[src/rtl/sram_arbiter.sv]
// Two-master round-robin arbiter for a single SRAM controller port, with a stuck-transaction timeout.
// Optional back-to-back grant locking is compiled in with `define SRAM_ARB_LOCK_EN.
module sram_arbiter #(
    parameter int TIMEOUT  = 255,
    parameter int LOCK_MAX = 2
) (
    input  logic        clk,
    input  logic        rst,
    input  logic [31:0] m0_address,
    input  logic [31:0] m0_wdata,
    input  logic        m0_read,
    input  logic        m0_write,
    output logic [31:0] m0_rdata,
    output logic        m0_ready,
    output logic        m0_err,
    input  logic [31:0] m1_address,
    input  logic [31:0] m1_wdata,
    input  logic        m1_read,
    input  logic        m1_write,
    output logic [31:0] m1_rdata,
    output logic        m1_ready,
    output logic        m1_err,
    output logic [31:0] sram_address,
    output logic [31:0] sram_wdata,
    output logic        sram_read,
    output logic        sram_write,
    input  logic [31:0] sram_rdata,
    input  logic        sram_ready
);

    localparam int TW = (TIMEOUT < 1) ? 1 : $clog2(TIMEOUT + 1);

    typedef enum logic [1:0] {IDLE, GNT0, GNT1} state_e;

    state_e          state_q, state_d;
    logic            last_grant_q, last_grant_d;
    logic [TW-1:0]   tmo_q, tmo_d;
`ifdef SRAM_ARB_LOCK_EN
    logic [3:0]      lock_q, lock_d;
`endif

    logic        req0, req1, sel_1, g_req, g_read, g_write, tmo_hit;
    logic        g_ready, g_err;
    logic [31:0] g_address, g_wdata, g_rdata;

    always_ff @(posedge clk or negedge rst) begin
        if (!rst) begin
            state_q      <= IDLE;
            last_grant_q <= 1'b1;
            tmo_q        <= '0;
`ifdef SRAM_ARB_LOCK_EN
            lock_q       <= '0;
`endif
        end else begin
            state_q      <= state_d;
            last_grant_q <= last_grant_d;
            tmo_q        <= tmo_d;
`ifdef SRAM_ARB_LOCK_EN
            lock_q       <= lock_d;
`endif
        end
    end

    always_comb begin
        req0      = m0_read | m0_write;
        req1      = m1_read | m1_write;
        sel_1     = (state_q == GNT1);
        g_read    = sel_1 ? m1_read    : m0_read;
        g_write   = sel_1 ? m1_write   : m0_write;
        g_address = sel_1 ? m1_address : m0_address;
        g_wdata   = sel_1 ? m1_wdata   : m0_wdata;
        g_req     = g_read | g_write;
        tmo_hit   = (TIMEOUT != 0) && (state_q != IDLE) && !sram_ready
                    && (tmo_q == TW'(TIMEOUT));

        state_d      = state_q;
        last_grant_d = last_grant_q;
        tmo_d        = tmo_q;
`ifdef SRAM_ARB_LOCK_EN
        lock_d       = lock_q;
`endif
        sram_read    = 1'b0;
        sram_write   = 1'b0;
        sram_address = '0;
        sram_wdata   = '0;
        g_ready      = 1'b0;
        g_err        = 1'b0;
        g_rdata      = '0;

        unique case (state_q)
            IDLE: begin
                tmo_d = '0;
`ifdef SRAM_ARB_LOCK_EN
                lock_d = '0;
`endif
                // On a tie, the master that did not win last time goes next.
                if (req0 && (!req1 || last_grant_q)) begin
                    state_d      = GNT0;
                    last_grant_d = 1'b0;
                end else if (req1) begin
                    state_d      = GNT1;
                    last_grant_d = 1'b1;
                end
            end
            GNT0, GNT1: begin
                sram_address = g_address;
                sram_wdata   = g_wdata;
                if (!tmo_hit) begin
                    sram_read  = g_read & ~g_write;
                    sram_write = g_write;
                end
                // A completion in the timeout cycle wins over the abort.
                if (sram_ready) begin
                    g_ready = 1'b1;
                    g_rdata = sram_rdata;
                    tmo_d   = '0;
                    state_d = IDLE;
`ifdef SRAM_ARB_LOCK_EN
                    if (g_req && (lock_q < 4'(LOCK_MAX - 1))) begin
                        state_d = state_q;
                        lock_d  = lock_q + 4'd1;
                    end else begin
                        lock_d  = '0;
                    end
`endif
                end else if (tmo_hit) begin
                    g_ready = 1'b1;
                    g_err   = 1'b1;
                    tmo_d   = '0;
                    state_d = IDLE;
`ifdef SRAM_ARB_LOCK_EN
                    lock_d  = '0;
`endif
                end else if (TIMEOUT != 0) begin
                    tmo_d = tmo_q + TW'(1);
                end
            end
            default: state_d = IDLE;
        endcase

        m0_ready = g_ready & ~sel_1;
        m0_err   = g_err   & ~sel_1;
        m0_rdata = sel_1 ? 32'd0 : g_rdata;
        m1_ready = g_ready & sel_1;
        m1_err   = g_err   & sel_1;
        m1_rdata = sel_1 ? g_rdata : 32'd0;
    end

endmodule

[config.mk]
export PLATFORM = sky130hd
export DESIGN_NAME = sram_arbiter
export DESIGN_NICKNAME = d
export VERILOG_FILES = /design/src/rtl/sram_arbiter.sv
export SDC_FILE = /design/constraint.sdc
export NUM_CORES = 1
export LEC_CHECK = 0
export ABC_AREA = 1
export CAP_MARGIN = 40
export CORE_AREA = 4 4 113 115
export CTS_CLUSTER_DIAMETER = 80
export CTS_CLUSTER_SIZE = 8
export DETAILED_ROUTE_END_ITERATION = 6
export DIE_AREA = 0 0 117 119
export MAX_ROUTING_LAYER = met4
export SLEW_MARGIN = 10
export SYNTH_ARGS = -nofsm -noshare
export SYNTH_HDL_FRONTEND = slang
export SYNTH_SLANG_ARGS = --single-unit
[constraint.sdc]
create_clock -name clk -period 2.25 [get_ports clk]
set_input_delay 0.45 -clock clk [delete_from_list [all_inputs] [get_ports clk]]
set_output_delay 0.45 -clock clk [all_outputs]
set_load 0.02 [all_outputs]
==> metrics.md <==
| Metric | Value |
|---|---|
| Crit path kind | flop to primary output |
| Pwr dens | 1080 nW/um^2 |
| Tightest Pin Transition | 0.506 ns |
| Ys Warns | 0 |
| Count of input and output buffers | 300 |
| Final Net Count | 908 |
| Worst setup SP type | flop |
| Cell variety after synth | 26 |
| Fraction of final layout cells sized beyond drive strength 1 | 29.2% |
| Antenna cell count | 0 |
| Full die area | 13900 um^2 |
| Post-CTS Hold Fix Bufs | 0 |
| First-pass GRT wire length | 20300 um |
| Die boundary height | 119 um |
| Total wire length | 14500 um |
| Worst Path Arrival | 1.73 ns |
| Final-report hold violation count | 0 |
| Max clock buf depth | 2 |
| Mean instance size in the synthesized netlist | 5.21 um^2 |
| Maximum number of pins on one net before global-route repair | 45 |
| Simple-gate share of the synthesized area | 50.6% |
| Final Cycle Share | 96.8% |
| Worst Path Max Fanout | 18 |
| Final critical-path required period | 2.18 ns |
| Clock tree root driver cell | clkbuf_16 |
| Critical path endpoint category | primary output |
| Placeable core area | 11800 um^2 |
| Ys flop type | dfrtp_1 |
| DIE WIDTH | 117 um |
| Wire per inst | 16.5 um |
| F_max | 0.459 GHz |
| Run status | finished, final reports clean |
| Top-level port count | 301 |
| Share of the synthesized area in compound gates (AO/OA/AOI/OAI) | 17.1% |
| Setup slack after placement | -0.410 ns |
| Worst max-slew margin expressed relative to the limit | 66.1% |
| Crit path required time | 1.80 ns |
| Number of nets produced by synthesis | 601 |
| Post-route setup TNS | 0 ns |
| Total count of max-transition violations in the final report | 0 |
| PnR Total Power | 5.73 mW |
| Endpoints failing setup | 0 |
| Sinks on Clock Net | 11 |
| Leakage power figure | 2.67 nW |
| Initial cell density of the core | 19.0% |
| Total Routing Usage GR | 18.6% |
| Area added between synthesis and finish | 137% |
| Flip-flop and latch count after synthesis | 11 |
| Worst setup startpoint | state_q[0]$_DFFE_PN0P_ |
| VDD IR-drop max | 551 uV |
| Num CTS Buffers | 3 |
| Hold path startpoint | tmo_q[0]$_DFFE_PN0P_ |
| Insertion delay of the later-clocked pin in the worst-skew pair | 0.24 ns |
| Number of flops mapped to enable cells by yosys | 0 |
| Reg2Reg Launch Point | state_q[1]$_DFFE_PN0P_ |
| Vias in the first global route | 3702 |
| Last weighted congestion value of the routability-driven placer | 0.924 |
| Drt pass-1 iters | 4 |
| Unrepaired setup endpoints after global routing | true |
| Clock tree from TritonCTS | done |
| Worst Setup Slack, final | 0.0718 ns |
| Number of H-tree levels | 1 |
| Synth Instances | 430 |
| FP Rows | 40 |
| Initial antenna violation count | 0 |
| Post-synthesis share of cell area spent on xor and xnor gates | 1.17% |
| Residual overflow from global routing | 0 |
| 1st-iter DRT viols | 211 |
| Mapped Area | 2240 um^2 |
| Fraction of the mapped netlist area in adder cells | 2.23% |
| HPWL after detailed placement | 11600 um |
| Number of vias in the routed layout | 3958 |
| Maximum clock skew at final layout | 0.00229 ns |
| # Max-Cap Violations | 0 |
| Clock transition at the register clock pins on the worst setup and hold paths after CTS | 0.04 ns |
| Post-synthesis mux area share | 0% |
| Worst min-delay path category | flop to flop |
| Part of the Yosys area used for sequential elements | 12.3% |
| Drc violations | 0 |
| Proportion of synthesized flip-flops having asynchronous set or reset | 100% |
| Post-detailed-route count of antenna-violating nets | 0 |
| Vias per cell | 4.48 |
| Largest family of logic cells by synthesized area | simple AND/OR/NAND/NOR gates |
==> cells in the final DEF (no fill, tap or decap), types with 2 or more instances in the layout <==
cell	instances
ha_4	2
nor2_1	141
nand4_1	2
buf_4	37
xor2_1	3
nor3_1	38
nand2_2	2
clkdlybuf4s50_1	165
inv_2	2
buf_12	8
dfrtp_1	10
clkbuf_2	22
nand3_1	6
nor2_2	2
inv_1	48
o21ai_1	12
clkdlybuf4s15_2	9
clkbuf_16	5
nand2_1	28
buf_2	87
nor3_2	27
buf_6	5
o21ai_0	58
a21oi_1	5
ha_1	2
==> power by group <==
part	internal, mW	switching [mW]	leakage, nW
registers	0.242	0.0261	0.147
logic	2.02	3.12	2.48
clock network	0.238	0.0857	0.0382
==> Yosys cell counts, types with 5 or more instances <==
library cell	number	area share, %
o21ai_1	10	2.2
dfrtp_1	10	11
inv_1	50	8.4
nor2_1	142	24
a21oi_1	5	1.1
nand3_1	6	1.3
nand2_1	29	4.9
nor3_1	47	10
clkbuf_1	13	2.2
o21ai_0	60	13
buf_2	14	3.1
nor3_2	18	8.0
==> routing by layer <==
metal,track usage [%],wire [um],vias up
met5,-,0,-
met4,2.01,97,0
met3,2.85,1200,8
met2,32.9,7390,173
met1,23.0,5840,1799
li1,-,-,1978
==> final timing paths <==
| path | end | slack [ns] | depth (start not counted) |
|---|---|---|---|
| worst max-delay path | sram_wdata[15] | 0.07 | 7 |
| worst min-delay path | tmo_q[0]$_DFFE_PN0P_ | 0.52 | 2 |
| worst max register to register | state_q[0]$_DFFE_PN0P_ | 0.44 | 10 |
| worst min register to register | tmo_q[0]$_DFFE_PN0P_ | 0.52 | 2 |
| max in group asynchronous | last_grant_q$_DFFE_PN1P_ | 1.34 | 1 |
| min in group asynchronous | tmo_q[6]$_DFFE_PN0P_ | 0.55 | 1 |
==> through the flow <==
step / utilization, % / hold slack [ns] / cell area (um^2) / cells
after global placement: 47.3 / 0.496 / 5590 / 873
after CTS: 46.7 / 0.526 / 5520 / 879
after detailed placement: 47.3 / 0.517 / 5590 / 873
after floorplan: - / 0.154 / 2240 / 430
final: 45.0 / 0.522 / 5310 / 883
after global routing: 45.0 / 0.563 / 5310 / 883
==> area by class of cell <==
type                            instances  area, um^2
Multi-Input combinational cell        332        1670
Inverter                               51         199
Timing Repair Buffer                  338        2900
Tap cell                              147         184
Fill cell                            1275        6500
Clock buffer                            4        78.8
Sequential cell                        11         277
==> worst max-delay path, cell delays in order, from the launching register on <==
cell             delay [ns]
dfrtp_1                0.38
inv_2                  0.10
ha_4                   0.20
buf_12                 0.16
buf_4                  0.15
o21ai_1                0.07
nor2_1                 0.11
clkdlybuf4s15_2        0.29
==> state kept, by name, indices dropped and copies added (netlist names) <==
register      cells
last_grant_q      1
state_q           2
tmo_q             8
==> cell families (layout without fill, tap and decap cells) <==
group / after synthesis / after routing
AOI/OAI and AO/OA: 76 / 76
and+or+nand+nor: 249 / 249
xor gates and xnor gates: 3 / 3
buffers and inverters: 87 / 393
adders and majority gates: 4 / 4
DFF: 11 / 11
==> repair_timing <==
action / CTS / global route
gates cloned: 1 / 3
resized for setup: 471 / 113
pin swaps: 0 / 1
endpoints found under the setup margin: 132 / 131
buffers inserted: 1 / 1
No activity file was read; power rests on OpenSTA's default activity.
